## config.mk

```make
export PLATFORM = sky130hd
export DESIGN_NAME = des_final_perm_out
export DESIGN_NICKNAME = d
export VERILOG_FILES = /design/src/rtl/des_final_perm_out_pkg.sv /design/src/rtl/des_fp_map.sv /design/src/rtl/des_final_perm_out.sv
export SDC_FILE = /design/constraint.sdc
export NUM_CORES = 1
export LEC_CHECK = 0
export ABC_AREA = 1
export BUFFER_PORTS_ARGS = -buffer_cell sky130_fd_sc_hd__buf_2
export CAP_MARGIN = 5
export CORE_AREA = 8 8 166 168
export CTS_CLUSTER_DIAMETER = 40
export CTS_CLUSTER_SIZE = 12
export DETAILED_ROUTE_END_ITERATION = 8
export DIE_AREA = 0 0 174 176
export GPL_TIMING_DRIVEN = 1
export MAX_ROUTING_LAYER = met4
export SLEW_MARGIN = 20
export SYNTH_ARGS = -nofsm -noshare
export SYNTH_HDL_FRONTEND = slang
export SYNTH_HIERARCHICAL = 1
export SYNTH_SLANG_ARGS = --single-unit
export TNS_END_PERCENT = 30
```

## constraint.sdc

```tcl
create_clock -name clk -period 7.3 [get_ports clk]
set_input_delay 0.365 -clock clk [delete_from_list [all_inputs] [get_ports clk]]
set_output_delay 0.365 -clock clk [all_outputs]
set_load 0.01 [all_outputs]
```

## src/rtl/des_final_perm_out_pkg.sv

```systemverilog
// Shared DES definitions for the final-permutation output stage.
// Provides the block/half types, the initial-permutation table shared with
// the IP stage, and a helper that forms the 64-bit preoutput from the
// round-16 halves.
package des_final_perm_out_pkg;

    typedef logic [63:0] block_t;
    typedef logic [31:0] half_t;

    // Entry i names the 1-based source bit that IP moves into bit i
    // (bit 0 = LSB). FP scatters preoutput bit i back to IP_TABLE[i]-1.
    localparam logic [6:0] IP_TABLE [64] = '{
        7'd58, 7'd50, 7'd42, 7'd34, 7'd26, 7'd18, 7'd10, 7'd2,
        7'd60, 7'd52, 7'd44, 7'd36, 7'd28, 7'd20, 7'd12, 7'd4,
        7'd62, 7'd54, 7'd46, 7'd38, 7'd30, 7'd22, 7'd14, 7'd6,
        7'd64, 7'd56, 7'd48, 7'd40, 7'd32, 7'd24, 7'd16, 7'd8,
        7'd57, 7'd49, 7'd41, 7'd33, 7'd25, 7'd17, 7'd9,  7'd1,
        7'd59, 7'd51, 7'd43, 7'd35, 7'd27, 7'd19, 7'd11, 7'd3,
        7'd61, 7'd53, 7'd45, 7'd37, 7'd29, 7'd21, 7'd13, 7'd5,
        7'd63, 7'd55, 7'd47, 7'd39, 7'd31, 7'd23, 7'd15, 7'd7
    };

    // swap = 1 gives R16||L16, the ordering DES feeds into FP.
    function automatic block_t make_preoutput(input half_t left, input half_t right,
                                              input bit swap);
        return swap ? {right, left} : {left, right};
    endfunction

endpackage

```

## src/rtl/des_fp_map.sv

```systemverilog
// DES final permutation (inverse of IP), purely combinational.
// Ports:
//   pre_block - 64-bit preoutput (bit 0 = LSB)
//   fp_block  - 64-bit final-permuted block
module des_fp_map
    import des_final_perm_out_pkg::*;
(
    input  logic [63:0] pre_block,
    output logic [63:0] fp_block
);

    // Scattering through IP_TABLE inverts IP without a second table.
    always_comb begin
        fp_block = '0;
        for (int unsigned i = 0; i < 64; i++) begin
            fp_block[6'(IP_TABLE[6'(i)] - 7'd1)] = pre_block[6'(i)];
        end
    end

endmodule

```

## src/rtl/des_final_perm_out.sv

```systemverilog
// DES output stage: forms the preoutput from the round-16 halves, applies
// the final permutation, and buffers results in a 2-entry FIFO with a
// valid/ready handshake on both sides plus a delivered-block counter.
// Ports:
//   clk, rst            - clock, synchronous active-high reset
//   left_in, right_in   - round-16 halves
//   in_valid, in_ready  - upstream handshake (in_ready from registered state)
//   out_text            - final-permuted block at the FIFO head
//   out_valid, out_ready- downstream handshake
//   blk_count           - blocks delivered downstream, wraps at 2^CNT_W
module des_final_perm_out
    import des_final_perm_out_pkg::*;
#(
    parameter bit          SWAP_EN = 1'b1,
    parameter int unsigned CNT_W   = 16
) (
    input  logic             clk,
    input  logic             rst,
    input  logic [31:0]      left_in,
    input  logic [31:0]      right_in,
    input  logic             in_valid,
    output logic             in_ready,
    output logic [63:0]      out_text,
    output logic             out_valid,
    input  logic             out_ready,
    output logic [CNT_W-1:0] blk_count
);

    block_t     pre_block;
    block_t     fp_block;
    block_t     mem [2];
    logic       wr_ptr;
    logic       rd_ptr;
    logic [1:0] count;
    logic       push;
    logic       pop;

    always_comb begin
        pre_block = make_preoutput(left_in, right_in, SWAP_EN);
    end

    des_fp_map u_fp_map (
        .pre_block (pre_block),
        .fp_block  (fp_block)
    );

    // Both flags come from count only, so out_ready never reaches in_ready.
    always_comb begin
        in_ready  = (count != 2'd2);
        out_valid = (count != 2'd0);
        out_text  = mem[rd_ptr];
        push      = in_valid && in_ready;
        pop       = out_valid && out_ready;
    end

    always_ff @(posedge clk) begin
        if (rst) begin
            wr_ptr    <= 1'b0;
            rd_ptr    <= 1'b0;
            count     <= 2'd0;
            blk_count <= '0;
        end else begin
            if (push) begin
                wr_ptr <= ~wr_ptr;
            end
            if (pop) begin
                rd_ptr    <= ~rd_ptr;
                blk_count <= blk_count + 1'b1;
            end
            unique case ({push, pop})
                2'b10:   count <= count + 2'd1;
                2'b01:   count <= count - 2'd1;
                default: count <= count;
            endcase
        end
    end

    // Storage is not reset; a write coinciding with rst is dropped so the
    // entries never change under a discarded push.
    always_ff @(posedge clk) begin
        if (push && !rst) begin
            mem[wr_ptr] <= fp_block;
        end
    end

endmodule

```

# --- Yosys cells after proc, flatten, opt, wreduce, memory -nomap -nowiden ---
# Memory sizes are Yosys's and may differ from the RTL's. A register that Yosys moved wholly into a read port is not among the register bits.
# Cells that the tools add are included.
# Widths: inputs -> output; s select.
totals:
  regBits: 20
  latch_bits: 0
  ram_bits: 128
  input_bits: 68
  word_cells: 24
  n_memories: 1
  mem_bits_ro: 0
classes:
  n_addsub: 3
  magnitude_cmp: 0
  eq_ne: 3
  div: 0
  n_bitwise: 2
  n_reduce_logical: 6
  muxes: 5
  multipliers: 0
  shifts: 0
mem_list:
  columns: ["name", "depth", "width", "rd", "rd_clocked_by_memory_dff", "write_ports", "line_no", "text"]
  rows:
  - ["mem", 2, 64, 1, 1, 1, "des_final_perm_out.sv:31", "block_t mem [2];"]
op_table:
  columns: ["operator", "n"]
  rows:
  - ["$add 16x1->16 const B", 1]
  - ["$mux 1", 4]
  - ["$pmux 2 s2", 1]
  - ["$reduce_bool 2->1", 2]
  - ["$logic_and 1x1->1", 3]
  - ["$add 2x1->2 const B", 1]
  - ["$eq 2x1->1 const B", 1]
  - ["$eq 2x2->1 const B", 1]
  - ["$ne 2x2->1 const B", 1]
  - ["$not 1->1", 2]
  - ["$sub 2x1->2 const B", 1]
  - ["$logic_not 1->1", 1]

# --- Depth between registers and ports, before layout ---
logic_depth:
  ltp_word: 5
  ltp_mapped: 8
  depth_no_buf: 8

# --- Modules after synthesis ---
# Netlist, hierarchy kept.
modules_own_cells:
  columns: ["module", "cells_each", "instances", "area_each_um2"]
  rows:
  - ["des_final_perm_out", 352, 1, 5671.7]
  - ["des_fp_map", 64, 1, 480.5]

# --- Worst setup path before layout ---
# Ideal clock, no wire load.
synth_path:
  kind: "register to register"
  from: "register count[0]"
  to: "memory mem[1][0] (netlist name), enable pin"
  arrival_time_ps: 5033
  path_slack_ps: 1702
  path_buffers: 0
  setup_time_ps: 565
  path_stages_with_launch: 5
  path_cell_list: "dfxtp_1 > inv_1 > nand2_1 > nand2_1 > nor3_1"
synth_via:
  elab_chain_len: 5
synth_lines:
  columns: ["item", "line_no", "text"]
  rows:
  - ["start: declaration", "des_final_perm_out.sv:34", "logic [1:0] count;"]
  - ["start signal: assignment", "des_final_perm_out.sv:71", "2'b10: count <= count + 2'd1;"]
  - ["start signal: assignment", "des_final_perm_out.sv:72", "2'b01: count <= count - 2'd1;"]
  - ["start signal: assignment", "des_final_perm_out.sv:73", "default: count <= count;"]
  - ["$ne 2x2->1", "des_final_perm_out.sv:49", "in_ready = (count != 2'd2);"]
  - ["via in_ready", "des_final_perm_out.sv:22", "output logic in_ready,"]
  - ["$logic_and 1x1->1", "des_final_perm_out.sv:52", "push = in_valid && in_ready;"]
  - ["$logic_and 1x1->1", "des_final_perm_out.sv:81", "if (push && !rst) begin"]
  - ["$mux 1", "des_final_perm_out.sv:81", null]
  - ["$mux 1 (implied by the code)", "des_final_perm_out.sv:82", "mem[wr_ptr] <= fp_block;"]
  - ["end: declaration", "des_final_perm_out.sv:31", null]
# The timed path passes the listed nets, and every way through them passes these cells.

==> metrics.md <==
| Metric | Value |
|---|---|
| Post-synthesis sequential area ratio | 0.693 |
| Worst skew pair latency | 410 ps |
| Pin count of the biggest net entering global routing | 65 |
| Synth top area share | 0.625 |
| Kind of start point of the critical path | register |
| Mapped Area | 0.00615 mm^2 |
| RSZ-0062 raised after global routing | no |
| Layout area overhead | 19.8% |
| TritonCTS clock tree | done |
| Post-synth ARST share | 0 |
| Final Critical Period | 2310 ps |
| Clock Root Buffer | clkbuf_16 |
| Final Wtd Congestion | 0.709 |
| Clk buf depth | 2 |
| # DRC | 0 |
| Num CTS Buffers | 17 |
| Max-slew headroom | 0.380 |
| Final worst path period share | 0.317 |
| CP peak stage delay | 950 ps |
| CP max FO | 64 |
| Vias in the first global route | 3616 |
| Num ports | 150 |
| Die Wd | 174 um |
| Clk slew on worst S/H paths | 60 ps |
| Status | finished, final reports clean |
| Net Switching | 0.539 mW |
| CTS sink cnt | 149 |
| CP max stage cell | dfxtp_4 |
| Req. time, crit path | 6930 ps |
| Tightest Pin Transition | 930 ps |
| Arr. time, crit path | 1950 ps |
| DIE AREA | 0.0306 mm^2 |
| Port buffer count | 149 |
| Gr usage total | 0.0851 |
| Std-Cell Rows | 58 |
| Hpwl dp | 8.32 mm |
| Post-CTS Setup Repair Bufs | 0 |
| Hold Crit Class | input pin to register |
| Clock Skews | 11.5 ps |
| Synth warnings | 6 |
| Hold slack | 138 ps |
| Total grt overflow | 0 |
| Final nets | 582 |
| Leakage power | 2.70 nW |
| Most common cell in the synthesized netlist | edfxtp_1 |
| FF+latch count, synth | 149 |
| DR iter-0 viols | 131 |
| Cell family with most CP delay | flip-flops |
| Pwr dens | 294 mW/mm^2 |
| CORE AREA | 0.0248 mm^2 |
| EDFF count, synth | 128 |
| Synthesized area per cell | 14.8 um^2 |
| Synth Net Count | 486 |
| Post-DRT Antenna Nets | 0 |
| Commonest cells in the netlist | 128 x edfxtp_1, 64 x buf_4, 64 x mux2_2, 32 x nand2_1 |
| Max Slew Vio Count | 0 |
| Max Clk Rate | 0.432 GHz |
| Crit Path Class | register to output port |
| Inst Count DP | 823 |
| Yosys cell types | 26 |
| Switching portion of total power | 0.249 |
| Crit path buffers/inverters | 1 |
| Area leader, netlist | edfxtp_1 |
| Critical path capture point type | output port |
| Final setup violation count | 0 |
| Drt via density | 3.93 |
| Seq pwr share | 0.477 |
| Fraction of final layout cells sized beyond drive strength 1 | 0.491 |
| Synth top area cells | edfxtp_1 62%, mux2_2 12%, buf_4 7.8% |
| H-Tree Depth | 4 |
| Max Cap Viol | 0 |
| Initial Util | 0.248 |
| Worst VDD drop | 0.119 mV |
| Final Hold Viols | 0 |
| Clock power frac | 0.388 |
| Die H | 176 um |
| First-pass GRT wire length | 19.7 mm |
| Initial antenna violation count | 1 |
| WL final | 12.6 mm |
| Logic gate share of total power | 0.135 |
| Setup TNS | 0 ps |
| Top FF cell, synth | edfxtp_1 |
| Syn Inst Count | 416 |
| Critical path, cell by cell | mux2_2 -> buf_2 |
| Final non-filler cell total | 856 |
| Routed wire per std cell | 14.7 um |
| Routed via count | 3360 |
| DR pass1 iterations | 4 |
| Cell-internal power | 1.63 mW |
| Layout fillers | 2527 |
| PostCTS Resize Cnt | 0 |
| Hold_buf cts | 0 |
per-stage QoR:
stage                     worst slack [ps]  total power [mW]   util  instance area [um^2]
after floorplan                       1700              1.25      -                  6150
after global placement                5310              1.35  0.274                  6810
after detailed placement              5280              1.36  0.274                  6810
after CTS                             4890              2.21  0.297                  7370
after global routing                  4850              2.27  0.297                  7370
final                                 4990              2.17  0.297                  7370
layout make-up:
cell class	count	area [um^2]	share of cell area
inverters	20	75.1	0.0102
diodes	1	2.50	0.000339
well taps	330	413	0.0560
multi-input cells	173	1290	0.175
repair buffers	151	761	0.103
flip-flops and latches	149	4270	0.579
clock buffers	18	429	0.0582
clock inverters	14	136	0.0185
cell families (layout without fill, tap and decap cells):
logic type                 after synthesis  count (layout)  synth area share
muxes                                   64              64             0.117
adders and majority gates                2               2           0.00407
other                                    0               1                 0
AOI/OAI and AO/OA                       27              27            0.0226
DFF                                    149             149             0.693
buffers and inverters                   94             203            0.0994
and+or+nand+nor                         80              80            0.0637
layout by cell type (no fill, tap or decap), drive strengths merged, types with 3 or more instances in the layout:
cell / count
a21oi: 15
buf: 151
clkbuf: 18
clkinv: 9
dfxtp: 21
edfxtp: 128
inv: 21
mux2: 64
nand2: 35
nand3: 7
nand4: 3
nor2: 28
nor3: 4
o21ai: 10
worst reg2reg max path, stage by stage, from the launching register on:
cell,delay (ps)
dfxtp_1,400
inv_1,90
nand2_1,100
nand3_1,140
nor2_4,100
buf_4,710
metal layers:
| layer | global-route usage | wire length (um) | vias to the layer above |
|---|---|---|---|
| li1 | - | - | 1613 |
| met1 | 0.102 | 5990 | 1637 |
| met2 | 0.130 | 5760 | 99 |
| met3 | 0.0284 | 685 | 11 |
| met4 | 0.0349 | 165 | 0 |
| met5 | - | 0 | - |
state kept, by name, indices dropped and copies added, names as in the netlist, named ones only:
signal / flops
mem: 128
blk_count: 16
wr_ptr: 1
count: 2
rd_ptr: 1
worst paths after layout:
check	start	end	slack, ps	cells past startpoint
setup / recovery	register	out_text[11]	4990	2
hold / removal	left_in[22]	mem[0][13]	140	1
setup reg to reg	count[0]	mem[0][51]	5320	5
hold reg to reg	rd_ptr	register	440	1
power by group through the flow:
stage	registers, mW	clock network [mW]	logic (mW)
after floorplan	1.02	0	0.232
after global placement	1.05	0	0.297
after detailed placement	1.06	0	0.299
after CTS	1.04	0.873	0.301
after global routing	1.04	0.907	0.319
final	1.03	0.842	0.292
Power figures use the tool's default switching activity.
